[config.mk]
export PLATFORM = sky130hd
export DESIGN_NAME = mem_arbiter_flat
export DESIGN_NICKNAME = d
export VERILOG_FILES = /design/src/rtl/mem_arbiter_if.sv /design/src/rtl/mem_arbiter.sv /design/src/flat_wrapper.sv
export SDC_FILE = /design/constraint.sdc
export NUM_CORES = 1
export LEC_CHECK = 0
export ABC_CLOCK_PERIOD_IN_PS = 2000
export BUFFER_PORTS_ARGS = -buffer_cell sky130_fd_sc_hd__buf_2
export CAP_MARGIN = 20
export CORE_MARGIN = 4
export CORE_UTILIZATION = 40
export DETAILED_ROUTE_END_ITERATION = 6
export PLACE_DENSITY = 0.77
export SLEW_MARGIN = 20
export SYNTH_ARGS = -nofsm -noshare
export SYNTH_HDL_FRONTEND = slang
export SYNTH_SLANG_ARGS = --single-unit
[constraint.sdc]
create_clock -name clk -period 2 [get_ports clk]
set_input_delay 0 -clock clk [delete_from_list [all_inputs] [get_ports clk]]
set_output_delay 0 -clock clk [all_outputs]
set_load 0.01 [all_outputs]
[src/rtl/mem_arbiter_if.sv]
// Bundle of the fetch, data and memory-side signals of mem_arbiter.
// The slave modport is the arbiter's view; master is the requester/memory side.
interface mem_arbiter_if #(
    parameter int AW = 32,
    parameter int DW = 32
);
    logic          if_req_valid;
    logic          if_req_ready;
    logic [AW-1:0] if_addr;
    logic          if_rsp_valid;
    logic [DW-1:0] if_rdata;

    logic          d_req_valid;
    logic          d_req_ready;
    logic          d_we;
    logic [AW-1:0] d_addr;
    logic [DW-1:0] d_wdata;
    logic          d_rsp_valid;
    logic [DW-1:0] d_rdata;

    logic          mem_en;
    logic          mem_we;
    logic [AW-1:0] mem_addr;
    logic [DW-1:0] mem_wdata;
    logic [DW-1:0] mem_rdata;

    modport master (
        output if_req_valid, if_addr, d_req_valid, d_we, d_addr, d_wdata, mem_rdata,
        input  if_req_ready, if_rsp_valid, if_rdata, d_req_ready, d_rsp_valid, d_rdata,
               mem_en, mem_we, mem_addr, mem_wdata
    );

    modport slave (
        input  if_req_valid, if_addr, d_req_valid, d_we, d_addr, d_wdata, mem_rdata,
        output if_req_ready, if_rsp_valid, if_rdata, d_req_ready, d_rsp_valid, d_rdata,
               mem_en, mem_we, mem_addr, mem_wdata
    );
endinterface

[src/rtl/mem_arbiter.sv]
// Serialises fetch and data requests onto one fixed-latency single-port memory.
// Define MEM_ARB_RR_EN for round-robin arbitration; default is data-over-fetch priority.
module mem_arbiter #(
    parameter int AW      = 32,
    parameter int DW      = 32,
    parameter int MEM_LAT = 2
) (
    input  logic          clk,
    input  logic          rst_n,
    mem_arbiter_if.slave  bus
);
    localparam logic [1:0] S_IDLE  = 2'd0;
    localparam logic [1:0] S_ISSUE = 2'd1;
    localparam logic [1:0] S_WAIT  = 2'd2;
    localparam logic [1:0] S_RESP  = 2'd3;

    localparam logic [2:0] LAT_M1 = 3'(MEM_LAT - 1);

    generate
        if (MEM_LAT < 1 || MEM_LAT > 7) begin : g_lat_chk
            $error("mem_arbiter: MEM_LAT must be in 1..7");
        end
    endgenerate

    logic [1:0]    r_state;
    logic [2:0]    r_cnt;
    logic          r_gnt_d;
    logic          r_we;
    logic          r_mem_en;
    logic          r_mem_we;
    logic [AW-1:0] r_mem_addr;
    logic [DW-1:0] r_mem_wdata;
    logic          r_if_rsp;
    logic          r_d_rsp;
    logic [DW-1:0] r_if_rdata;
    logic [DW-1:0] r_d_rdata;

    logic w_idle;
    logic w_pick_d;
    logic w_if_rdy;
    logic w_d_rdy;

    // rst_n is active high despite its name; ready is gated off while it is asserted
    assign w_idle = (r_state == S_IDLE) && !rst_n;

`ifdef MEM_ARB_RR_EN
    logic r_last_d;
    assign w_pick_d = bus.d_req_valid && (!bus.if_req_valid || !r_last_d);
`else
    assign w_pick_d = bus.d_req_valid;
`endif

    assign w_d_rdy  = w_idle && w_pick_d;
    assign w_if_rdy = w_idle && bus.if_req_valid && !w_pick_d;

    always_ff @(posedge clk) begin
        if (rst_n) begin
            r_state     <= S_IDLE;
            r_cnt       <= 3'd0;
            r_gnt_d     <= 1'b0;
            r_we        <= 1'b0;
            r_mem_en    <= 1'b0;
            r_mem_we    <= 1'b0;
            r_mem_addr  <= '0;
            r_mem_wdata <= '0;
            r_if_rsp    <= 1'b0;
            r_d_rsp     <= 1'b0;
            r_if_rdata  <= '0;
            r_d_rdata   <= '0;
`ifdef MEM_ARB_RR_EN
            r_last_d    <= 1'b0;
`endif
        end else begin
            r_mem_en <= 1'b0;
            r_if_rsp <= 1'b0;
            r_d_rsp  <= 1'b0;
            case (r_state)
                S_IDLE: begin
                    if (w_d_rdy || w_if_rdy) begin
                        r_gnt_d     <= w_d_rdy;
                        r_we        <= w_d_rdy && bus.d_we;
                        r_mem_en    <= 1'b1;
                        r_mem_we    <= w_d_rdy && bus.d_we;
                        r_mem_addr  <= w_d_rdy ? bus.d_addr : bus.if_addr;
                        r_mem_wdata <= w_d_rdy ? bus.d_wdata : '0;
`ifdef MEM_ARB_RR_EN
                        r_last_d    <= w_d_rdy;
`endif
                        r_state     <= S_ISSUE;
                    end
                end
                S_ISSUE: begin
                    r_mem_we <= 1'b0;
                    r_cnt    <= LAT_M1;
                    r_state  <= S_WAIT;
                end
                S_WAIT: begin
                    if (r_cnt == 3'd0) begin
                        // Memory data is valid only in this cycle; writes return 0
                        if (r_gnt_d) begin
                            r_d_rdata <= r_we ? '0 : bus.mem_rdata;
                            r_d_rsp   <= 1'b1;
                        end else begin
                            r_if_rdata <= bus.mem_rdata;
                            r_if_rsp   <= 1'b1;
                        end
                        r_state <= S_RESP;
                    end else begin
                        r_cnt <= r_cnt - 3'd1;
                    end
                end
                S_RESP:  r_state <= S_IDLE;
                default: r_state <= S_IDLE;
            endcase
        end
    end

    assign bus.if_req_ready = w_if_rdy;
    assign bus.d_req_ready  = w_d_rdy;
    assign bus.if_rsp_valid = r_if_rsp;
    assign bus.d_rsp_valid  = r_d_rsp;
    assign bus.if_rdata     = r_if_rdata;
    assign bus.d_rdata      = r_d_rdata;
    assign bus.mem_en       = r_mem_en;
    assign bus.mem_we       = r_mem_we;
    assign bus.mem_addr     = r_mem_addr;
    assign bus.mem_wdata    = r_mem_wdata;
endmodule

[src/flat_wrapper.sv]
// flat-port wrapper written by rule: the top's interface ports become plain ports
module mem_arbiter_flat 
#(
    parameter int AW      = 32,
    parameter int DW      = 32,
    parameter int MEM_LAT = 2
)
  (clk, rst_n, bus_if_req_valid, bus_if_addr, bus_d_req_valid, bus_d_we, bus_d_addr, bus_d_wdata, bus_mem_rdata, bus_if_req_ready, bus_if_rsp_valid, bus_if_rdata, bus_d_req_ready, bus_d_rsp_valid, bus_d_rdata, bus_mem_en, bus_mem_we, bus_mem_addr, bus_mem_wdata);
  mem_arbiter_if #(.AW(AW), .DW(DW)) bus_i ();
  input  logic clk;
  input  logic rst_n;
  input wire logic [$bits(bus_i.if_req_valid)-1:0] bus_if_req_valid;
  input wire logic [$bits(bus_i.if_addr)-1:0] bus_if_addr;
  input wire logic [$bits(bus_i.d_req_valid)-1:0] bus_d_req_valid;
  input wire logic [$bits(bus_i.d_we)-1:0] bus_d_we;
  input wire logic [$bits(bus_i.d_addr)-1:0] bus_d_addr;
  input wire logic [$bits(bus_i.d_wdata)-1:0] bus_d_wdata;
  input wire logic [$bits(bus_i.mem_rdata)-1:0] bus_mem_rdata;
  output wire logic [$bits(bus_i.if_req_ready)-1:0] bus_if_req_ready;
  output wire logic [$bits(bus_i.if_rsp_valid)-1:0] bus_if_rsp_valid;
  output wire logic [$bits(bus_i.if_rdata)-1:0] bus_if_rdata;
  output wire logic [$bits(bus_i.d_req_ready)-1:0] bus_d_req_ready;
  output wire logic [$bits(bus_i.d_rsp_valid)-1:0] bus_d_rsp_valid;
  output wire logic [$bits(bus_i.d_rdata)-1:0] bus_d_rdata;
  output wire logic [$bits(bus_i.mem_en)-1:0] bus_mem_en;
  output wire logic [$bits(bus_i.mem_we)-1:0] bus_mem_we;
  output wire logic [$bits(bus_i.mem_addr)-1:0] bus_mem_addr;
  output wire logic [$bits(bus_i.mem_wdata)-1:0] bus_mem_wdata;
  assign bus_i.if_req_valid = bus_if_req_valid;
  assign bus_i.if_addr = bus_if_addr;
  assign bus_i.d_req_valid = bus_d_req_valid;
  assign bus_i.d_we = bus_d_we;
  assign bus_i.d_addr = bus_d_addr;
  assign bus_i.d_wdata = bus_d_wdata;
  assign bus_i.mem_rdata = bus_mem_rdata;
  assign bus_if_req_ready = bus_i.if_req_ready;
  assign bus_if_rsp_valid = bus_i.if_rsp_valid;
  assign bus_if_rdata = bus_i.if_rdata;
  assign bus_d_req_ready = bus_i.d_req_ready;
  assign bus_d_rsp_valid = bus_i.d_rsp_valid;
  assign bus_d_rdata = bus_i.d_rdata;
  assign bus_mem_en = bus_i.mem_en;
  assign bus_mem_we = bus_i.mem_we;
  assign bus_mem_addr = bus_i.mem_addr;
  assign bus_mem_wdata = bus_i.mem_wdata;
  mem_arbiter #(.AW(AW), .DW(DW), .MEM_LAT(MEM_LAT)) u_core (.clk(clk), .rst_n(rst_n), .bus(bus_i));
endmodule
**Word level (Yosys, flattened, before mapping)**

Index checks and enable logic that the tools add are counted.

- Add/sub/neg operators: 1
- $mul: 0
- Div/mod/pow operators: 0
- Magnitude comparators: 0
- Equal/unequal tests: 6
- Shift-type cells: 0
- Multiplexer cells: 13
- Bitwise gates (word level): 4
- Reductions and logical operators: 20

Operators with widths:

| operator | count |
|---|---|
| $mux 32 | 3 |
| $pmux 2 s4 | 1 |
| $reduce_and 2->1 | 4 |
| $pmux 3 s2 | 1 |
| $reduce_and 3->1 | 2 |
| $logic_and 1x1->1 | 5 |
| $eq 2x2->1 const B | 2 |
| $mux 1 | 4 |
| $mux 2 | 2 |
| $ne 2x2->1 const B | 2 |
| $not 1->1 | 4 |
| $reduce_bool 2->1 | 2 |
| $logic_not 3->1 | 1 |
| $mux 3 | 1 |
| $reduce_or 3->1 | 1 |
| $sub 3x1->3 const B | 1 |
| $eq 2x1->1 const B | 1 |
| $logic_not 1->1 | 2 |
| $logic_not 2->1 | 1 |
| $ne 2x1->1 const B | 1 |
| $pmux 1 s2 | 1 |
| $reduce_or 2->1 | 1 |
| $logic_or 1x1->1 | 1 |

- Register bits: 139
- Bits in latches: 0
- Bits in writable memories: 0
- Bits in read-only memories: 0
- Input bits: 133
- Output and inout port bits: 134
- Logic and storage cells: 56
- Memories: 0

**Longest topological paths before layout**

Gate-level depths: netlist of the first run.

- Depth in word-level cells: 7
- Depth in mapped cells: 8
- Gate-level depth less buffers: 6

**Worst setup path after synthesis of the first run**

No wires, ideal clock.

- Path kind: reg-to-reg
- From: register u_core.r_state[0]
- To: register u_core.r_mem_wdata[10], in the netlist u_core.bus.mem_wdata[10]
- Library setup time: 0.117 ns
- Arrival: 1.420 ns
- Data required time: 1.883 ns
- Slack: 0.464 ns
- Cell stages (with the launch flop): 7
- Buffers on the path: 2
- Period minus slack after synthesis: 1.536 ns
- Path through: dfxtp_1 > inv_1 > ha_1 > and3b_1 > buf_2 > buf_1 > a22o_1

- Cells in the longest elaborated chain, start to end: 6
- Elaborated cells between the ends (all ways): 8
- Those cells by class: mux: 1; reduce/logical: 7

RTL lines:

| what | line | source |
|---|---|---|
| start: declaration | mem_arbiter.sv:25 | `logic [1:0] r_state;` |
| start signal: assignment | mem_arbiter.sv:58 | `r_state <= S_IDLE;` |
| start signal: assignment | mem_arbiter.sv:89 | `r_state <= S_ISSUE;` |
| start signal: assignment | mem_arbiter.sv:95 | `r_state <= S_WAIT;` |
| $logic_not 2->1 * | mem_arbiter.sv:44, mem_arbiter.sv:77 |  |
| $logic_and 1x1->1 | mem_arbiter.sv:44 | `assign w_idle = (r_state == S_IDLE) && !rst_n;` |
| $logic_and 1x1->1 (2 in a row) | mem_arbiter.sv:54 | `assign w_if_rdy = w_idle && bus.if_req_valid && !w_pick_d;` |
| $logic_or 1x1->1 | mem_arbiter.sv:79 | `if (w_d_rdy \|\| w_if_rdy) begin` |
| $reduce_and 2->1 (no source line) | -- |  |
| end signal: assignment | mem_arbiter.sv:85 | `r_mem_wdata <= w_d_rdy ? bus.d_wdata : '0;` |
| end: declaration | mem_arbiter.sv:32 | `logic [DW-1:0] r_mem_wdata;` |

Mark *: on every way between the ends. The rest lies on a longest branch, timed or not.
A chain may end at the register's enable or synchronous reset.

**Final worst setup path of the first run**

- From: register u_core.r_state[0]
- To: output port bus_d_req_ready

- Cells in the longest elaborated chain, start to end: 3

RTL lines:

| what | line | source |
|---|---|---|
| $logic_not 2->1 | mem_arbiter.sv:44 |  |
| $logic_and 1x1->1 | mem_arbiter.sv:44 |  |
| $logic_and 1x1->1 | mem_arbiter.sv:53 | `assign w_d_rdy = w_idle && w_pick_d;` |
| end: declaration | flat_wrapper.sv:22 | `output wire logic [$bits(bus_i.d_req_ready)-1:0] bus_d_req_ready;` |

Every way passes these cells.

==> results.cfg, run 1 <==
[critical_path]
critPathCaptureType = output port
start_kind = flip-flop
rrSetupSlack_ps = 210
crit_path_max_fanout = 36
cp.required_ps = 2000
crit_arrival_ps = 1810
path_class = flip-flop to output port

[global_routing]
grt_pass1_vias = 5768
grt_usage_pct = 23.32
grt_pass1_wl_um = 28460
gr-total-overflow = 0
grt_start_max_net_pins = 89
antenna_found_initial = 0

[route]
firstDrtPassIters = 5
drtIter0Drc = 356
vias = 5808
drc = 0
drt_wl_total_um = 18390
vias_per_cell = 5.167
routedWlPerCell_um = 16.36
ant_nets = 0

[yosys]
synth_nets = 703
avgSynthCellArea_um2 = 9.499
synth_edf_count = 0
ys_warn_count = 0
synth_area_leaders = dfxtp_1 52%, a21oi_1 9.1%, nand2_1 7.1%, mux2i_1 6.2%, a22o_1 5.6%
synth_top_area_share_pct = 51.94
synth-seq-cells = 139
synthArstFlopShare_pct = 0
synth.most_common_cell = dfxtp_1
synthTopCellsByCount = 139 x dfxtp_1, 101 x nand2_1, 97 x a21oi_1
yosysTopAreaCell = dfxtp_1
netlist-cell-type-count = 32
yosysSeqAreaShare_pct = 51.94
yosys_most_used_dff = dfxtp_1
netlist_instances = 564
synth_area_um2 = 5358

[sta]
setup_viol = 0
rsz0062_at_grt = no
tightest_slew_ps = 870.1
min_period_over_period_pct = 90.27
max_slew_margin_pct = 41.86
fin_skew_ps = 6.300
period_minus_slack_ps = 1805
timing.fmax_mhz = 553.9
finalHoldViolCount = 0
report.final.slew_viol_count = 0
finalSetupTns_ps = 0
whs_ps = 22.47

[die]
die_w_um = 123.7
die_y_um = 123.7
rows = 42
start_util_pct = 40.62
ios = 267
die_area_um2 = 15310
core-area_um2 = 13190

[placed_design]
hpwl_um = 10240
gp_congestion = 0.7484
portBuffers = 266

[run]
max_cap_viol_count = 0

[clock_tree]
clockRootBuffer = clkbuf_16
clockBufferDepth = 2
cts.sinks = 139
ctsResizeCount = 0
cts_made_buffers = 17
cts_tree = done
clk_pin_slew_ps = 50
post_cts_buffers = 0
clock_latency_ps = 410
htree_levels = 4

[finish]
drive_gt1_share_pct = 32.63
finalNetCount = 1075
syn2layout_area_growth_pct = 61.09
post-route-util_pct = 65.43

[hold_path]
min_path_type = primary input to flip-flop

[power_and_ir_drop]
p_per_area_nw_per_um2 = 1044
power_w = 0.009007
p_leak_nw = 3.923
vdd_drop_max_v = 0.0005810

[status]
status = complete, no violations
[metrics by stage]
| stage | worst slack (ps) | cells | area [um^2] |
|---|---|---|---|
| after global routing | 85.97 | 1123 | 8628 |
| after floorplan | 463.5 | 564 | 5358 |
| after global placement | 313.4 | 966 | 6815 |
| final | 194.6 | 1124 | 8631 |
| after CTS | 182.4 | 1123 | 8628 |
| after detailed placement | 253.9 | 966 | 6815 |
[layer usage]
layer | vias to the layer above | GRT usage (%) | share of wire [%]
met5 | - | 0 | 0
met4 | 0 | 11.14 | 3.6
met3 | 64 | 7.675 | 8.7
met2 | 327 | 39.27 | 49
met1 | 2684 | 26.61 | 38
li1 | 2733 | - | -
[cell families after synthesis]
kind of cell	after synthesis	synth area share, %
buffers and inverters	61	5.909
AOI/OAI and AO/OA	173	20.71
DFF	139	51.94
and+or+nand+nor	152	13.87
muxes	33	6.165
adders and majority gates	6	1.401
[final cells by class]
type | instances | area [um^2]
clock buffers | 22 | 444.2
multi-input cells | 364 | 2276
repair buffers | 406 | 2778
flip-flops and latches | 139 | 2783
well taps | 176 | 220.2
fillers | 1015 | 4559
clock inverters | 8 | 97.59
inverters | 8 | 30.03
diodes | 1 | 2.502
[worst paths after layout]
check | from | to | cells after the start
setup / recovery | u_core.r_state[0]$_SDFFE_PP0P_ | bus_d_req_ready | 5
hold / removal | bus_d_addr[30] | u_core.bus.mem_addr[30]$_SDFFE_PP0P_ | 3
setup reg to reg | u_core.r_state[0]$_SDFFE_PP0P_ | u_core.bus.mem_wdata[27]$_SDFFE_PP0P_ | 4
hold reg to reg | u_core.bus.d_rdata[20]$_SDFFE_PP0P_ | u_core.bus.d_rdata[20]$_SDFFE_PP0P_ | 2
[critical path, stage by stage (launching register included)]
cell and delay (ps):
dfxtp_1 320, inv_1 120, ha_1 330, and3b_1 250
buf_12 210, buf_2 160
[state kept, by name (all words and copies together) (netlist names)]
register and count:
u_core.bus.d_rdata 32, u_core.bus.d_rsp_valid 1, u_core.bus.if_rdata 32, u_core.bus.mem_en 1
u_core.r_cnt 3, u_core.bus.mem_wdata 32, u_core.r_gnt_d 1, u_core.r_state 2
u_core.r_we 1, u_core.bus.if_rsp_valid 1, u_core.bus.mem_addr 32, u_core.bus.mem_we 1
[power by group]
group / switching, W / total (W) / internal [W]
sequential: 0.000247 / 0.00347 / 0.00322
clock: 0.00111 / 0.00293 / 0.00181
combinational: 0.00142 / 0.00261 / 0.00119
[placed cells by master, fill, tap and decap left out, types with 2 or more instances in the layout]
cell           instances
a211oi_1              34
a21oi_1               97
a22o_1                34
buf_12                 6
buf_2                265
buf_4                  8
bufinv_16              2
clkbuf_1               5
clkbuf_16             17
clkinv_2               4
clkinv_4               2
dfxtp_1              139
dlygate4sd3_1        127
ha_1                   6
inv_1                  7
mux2i_1               33
nand2_1              101
nand2b_1               2
nand3b_1              33
nor2_1                 6
o21ai_0                2
[what timing repair did]
| action | 4_1_cts | 5_1_grt |
|---|---|---|
| setup endpoints to repair | 0 | 0 |
| endpoints found under the hold margin | 135 | 0 |
| hold buffers | 127 | 0 |
Note: power is estimated with default switching activity, not from simulation.
==> inputs of run 2 (changes only) <==
--- a/config.mk
+++ b/config.mk
@@ -11,6 +11,7 @@
 export CORE_MARGIN = 4
 export CORE_UTILIZATION = 40
 export DETAILED_ROUTE_END_ITERATION = 6
+export GPL_TIMING_DRIVEN = 0
 export PLACE_DENSITY = 0.77
 export SLEW_MARGIN = 20
 export SYNTH_ARGS = -nofsm -noshare
==> run 2 against run 1 <==
- sequential share of layout area is 0.31 points lower
- utilization is 0.64 points higher
- non-clock buffer count up 38
- critical path type unchanged
- clock power hardly changed
==> results.cfg, run 2 (synthesized netlist as in run 1, its figures left out) <==
[status]
status = complete, no violations

[route]
vias = 5818
firstDrtPassIters = 5
vias_per_cell = 5.011
routedWlPerCell_um = 16.37
drt_wl_total_um = 19010
drc = 0
ant_nets = 0
drtIter0Drc = 297

[critical_path]
critPathMaxStageDelay_ps = 310
path_class = flip-flop to output port
cp.required_ps = 2000
crit_arrival_ps = 1840
crit_slowest_cell = dfxtp_1
crit_path_max_fanout = 10
path_cells = inv_1 > ha_2 > and3b_1 > clkbuf_4 > buf_4 > buf_2
path_buf_inv = 4
start_kind = flip-flop
crit_family = buffers and inverters
critPathCaptureType = output port

[die]
die_y_um = 123.7
start_util_pct = 40.62
die_area_um2 = 15310
die_w_um = 123.7
core-area_um2 = 13190
rows = 42
ios = 267

[finish]
syn2layout_area_growth_pct = 62.68
finalNetCount = 1113
final_cell_mix = 284 x buf_2, 139 x dfxtp_1, 127 x dlygate4sd3_1, 101 x nand2_1, 97 x a21oi_1
layout_commonest_cell = buf_2
n_antenna_cell = 0
drive_gt1_share_pct = 33.20

[placed_design]
portBuffers = 264
gp_congestion = 0.7746
hpwl_um = 11920

[clock_tree]
cts_made_buffers = 17
clk_pin_slew_ps = 50
clockRootBuffer = clkbuf_16
clockBufferDepth = 2
post_cts_buffers = 0
cts_tree = done
cts.sinks = 139
clock_latency_ps = 420
htree_levels = 4

[global_routing]
gr-total-overflow = 0
grt_pass1_vias = 5834
grt_pass1_wl_um = 28640
grt_usage_pct = 23.92
antenna_found_initial = 0
grt_start_max_net_pins = 17

[power_and_ir_drop]
p_leak_nw = 4.000
vdd_drop_max_v = 0.0005387
power_w = 0.008997
p_per_area_nw_per_um2 = 1032

[sta]
max_slew_margin_pct = 64.13
rsz0062_at_grt = no
min_period_over_period_pct = 92.06
tightest_slew_ps = 538.0
fin_skew_ps = 8.040
report.final.slew_viol_count = 0
finalSetupTns_ps = 0
setup_viol = 0
finalHoldViolCount = 0
period_minus_slack_ps = 1841
timing.fmax_mhz = 543.1

[run]
max_cap_viol_count = 0

[hold_path]
min_path_type = primary input to flip-flop
## run 2: cell types whose count changed in the layout (fill, tap and decap cells not counted), moves of 2 or more
cell | before | now
buf_2 | 265 | 284
clkbuf_1 | 5 | 23
buf_6 | 0 | 8
buf_4 | 8 | 1
buf_12 | 6 | 0
clkbuf_2 | 0 | 2
clkbuf_8 | 0 | 2
## run 2: routing by layer
layer  vias to the layer above  share of wire, %  GRT usage [%]  wire [um]
met5                         -                 0              0          0
met1                      2705                39          26.25       7362
met4                         0               2.7          10.80        504
met2                       257                51          42.75       9646
met3                        44               7.9          6.630       1494
li1                       2812                 -              -          -
## run 2: per-stage QoR
stage	std cells	utilization (%)	hold slack, ps	setup slack, ps	area, um^2
5_1_grt	1161	66.08	47.70	20.37	8716
2_1_floorplan	564	-	132.6	463.5	5358
3_3_place_gp	1004	52.31	216.6	154.2	6899
6_report	1161	66.08	34.11	158.8	8716
3_5_place_dp	1004	52.31	222.4	103.2	6899
4_1_cts	1161	66.02	14.06	23.40	8708
## run 2: final cells by class
class / count / area, um^2
buffer: 53 / 294.0
clock buffer: 22 / 464.2
inverter: 8 / 30.03
tap: 176 / 220.2
timing repair buffer: 391 / 2592
clock inverter: 8 / 71.32
fill: 1062 / 4474
sequential: 139 / 2783
multi-input combinational: 364 / 2261
## run 2: timing repair
item,CTS,global route
hold buffers,127,0
pin swaps,0,0
hold endpoints to repair,130,0
setup endpoints to repair,1,17
resized for setup,1,7
## run 2: path summary, 6_finish.rpt
path | slack [ps] | startpoint | endpoint | cells past startpoint
worst max-delay path | 160 | u_core.r_state[0]$_SDFFE_PP0P_ | bus_d_req_ready | 6
worst min-delay path | 30 | bus_if_addr[0] | u_core.bus.mem_addr[0]$_SDFFE_PP0P_ | 3
worst max register to register | 200 | u_core.r_state[0]$_SDFFE_PP0P_ | u_core.bus.d_rdata[28]$_SDFFE_PP0P_ | 7
worst min register to register | 450 | u_core.bus.if_rdata[15]$_SDFFE_PP0P_ | u_core.bus.if_rdata[15]$_SDFFE_PP0P_ | 2
## run 2: worst register-to-register path, cell delays in order (launching register included)
cell	delay, ps
dfxtp_1	310
inv_1	120
ha_1	220
buf_2	240
nand4b_1	300
clkbuf_2	300
nand2_1	100
a21oi_1	70
## run 2: power by group
part / switching [W] / leakage (nW) / internal [W] / total [W]
sequential: 0.000248 / 1.13 / 0.00322 / 0.00347
clock: 0.00115 / 0.265 / 0.00175 / 0.00290
combinational: 0.00143 / 2.60 / 0.00119 / 0.00263
==> inputs of run 3 (changes only) <==
--- a/config.mk
+++ b/config.mk
@@ -9,10 +9,10 @@
 export BUFFER_PORTS_ARGS = -buffer_cell sky130_fd_sc_hd__buf_2
 export CAP_MARGIN = 20
 export CORE_MARGIN = 4
-export CORE_UTILIZATION = 40
+export CORE_UTILIZATION = 46
 export DETAILED_ROUTE_END_ITERATION = 6
 export GPL_TIMING_DRIVEN = 0
-export PLACE_DENSITY = 0.77
+export PLACE_DENSITY = 0.86
 export SLEW_MARGIN = 20
 export SYNTH_ARGS = -nofsm -noshare
 export SYNTH_HDL_FRONTEND = slang
==> run 3 against run 2 <==
- the run now ends with design-rule violations left
- setup slack lost 18 ps
- sequential power hardly changed
- global-route usage up 4.6 points
- count of clock-buffer cells in the layout fell by 3
- clock power increased by 16%
- first-iteration DRC count is 79% higher
- cell area about the same
- final cell count fell by 3.2%
- utilization increased by 10 points
- routed wire length is 3.8% higher
- critical path type is now flip-flop to flip-flop
==> results.cfg, run 3 (synthesized netlist as in run 1, its figures left out) <==
[status]
violations = design-rule violations
status = finished with violations

[power_and_ir_drop]
vdd_drop_max_v = 0.0006957
p_leak_nw = 4.011
p_per_area_nw_per_um2 = 1088
power_w = 0.009481

[sta]
timing.fmax_mhz = 538.0
fin_skew_ps = 9.198
finalSetupTns_ps = 0
setup_viol = 0
rsz0062_at_grt = yes
whs_ps = 8.449
finalHoldViolCount = 0
max_slew_margin_pct = 61.67
period_minus_slack_ps = 1859
tightest_slew_ps = 574.9
report.final.slew_viol_count = 0
min_period_over_period_pct = 92.94

[die]
die_area_um2 = 13440
core-area_um2 = 11420
rows = 39
die_w_um = 115.9
die_y_um = 115.9
ios = 267
start_util_pct = 46.92

[critical_path]
path_cells = inv_1 > ha_1 > buf_2 > nand4b_1 > clkbuf_2 > nand2_1 > a21oi_1
path_depth = 7
rrSetupSlack_ps = 140
cp.required_ps = 2260
path_buf_inv = 3
start_kind = flip-flop
path_class = flip-flop to flip-flop
crit_arrival_ps = 2120
critPathCaptureType = flip-flop
critPathMaxStageDelay_ps = 310
reg2reg_depth = 7
crit_slowest_cell = dfxtp_1
crit_family = buffers and inverters
crit_path_max_fanout = 10

[clock_tree]
clk_pin_slew_ps = 60
cts_made_buffers = 17
post_cts_buffers = 0
clockRootBuffer = clkbuf_16
cts_tree = done
clockBufferDepth = 2
clock_latency_ps = 400
cts.sinks = 139
htree_levels = 4

[global_routing]
use_met1_pct = 31.26
grt_start_max_net_pins = 17
gr-max-usage-layer = met2
grt_pass1_wl_um = 30340
grt.met2_usage_pct = 50.98
antenna_found_initial = 1
met3_usage_pct = 8.616
gr-total-overflow = 0
grt_pass1_vias = 6183
grt_usage_pct = 28.53

[placed_design]
portBuffers = 264
gp_congestion = 0.8607
hpwl_um = 11920

[hold_path]
min_path_type = primary input to flip-flop
worstHoldPathCells = 3

[run]
max_cap_viol_count = 0

[finish]
final_cell_mix = 285 x buf_2, 139 x dfxtp_1, 120 x dlygate4sd3_1, 101 x nand2_1, 97 x a21oi_1
layout_commonest_cell = buf_2
drive_gt1_share_pct = 33.78
post-route-util_pct = 76.29
syn2layout_area_growth_pct = 62.59
finalNetCount = 1106

[route]
drt_wl_total_um = 19730
vias = 6007
vias_per_cell = 5.344
routedWlPerCell_um = 17.56
drtIter0Drc = 532
ant_nets = 0
drc = 1
firstDrtPassIters = 7
run 3: timing repair:
item / CTS / global route
hold buffers: 120 / 0
hold endpoints to repair: 127 / 0
setup endpoints to repair: 0 / 29
gates resized for setup: 0 / 7
run 3: worst register-to-register path, stage by stage, from the launching register on:
cell and delay, ps:
dfxtp_1 310, inv_1 160, ha_1 240, buf_2 230, nand4b_1 280, clkbuf_2 290
nand2_1 130, a21oi_1 80
run 3: final timing paths:
check                                startpoint                                  end
max              u_core.r_state[0]$_SDFFE_PP0P_  u_core.bus.d_rdata[18]$_SDFFE_PP0P_
min                              bus_if_addr[0]  u_core.bus.mem_addr[0]$_SDFFE_PP0P_
max reg2reg      u_core.r_state[0]$_SDFFE_PP0P_  u_core.bus.d_rdata[18]$_SDFFE_PP0P_
min reg2reg  u_core.bus.d_rdata[6]$_SDFFE_PP0P_   u_core.bus.d_rdata[6]$_SDFFE_PP0P_
run 3: cell type report:
type	count	area (um^2)
multi-input cells	364	2271
fillers	737	2708
plain buffers	53	291.5
diodes	1	2.502
inverters	8	30.03
clock inverters	13	188.9
flip-flops and latches	139	2783
well taps	143	178.9
clock buffers	19	442.9
repair buffers	384	2522
run 3: per-layer routing:
layer,part of all wire (%),vias up,wire (um)
met3,9.3,57,1843
li1,-,2804,-
met1,37,2790,7347
met5,0,-,0
met2,50,356,9941
met4,3.1,0,602
run 3: power by group:
group          switching [W]  internal [W]  total, W
Sequential          0.000254       0.00322   0.00347
Clock                0.00121       0.00213   0.00335
Combinational        0.00147       0.00120   0.00266
run 3: metrics by stage:
stage	instances	setup WS, ps	instance area, um^2
floorplan	564	463.5	5358
global placement	971	160.2	6858
detailed placement	971	110.5	6858
CTS	1123	2.960	8691
global route	1124	-12.76	8711
finish	1124	141.2	8711
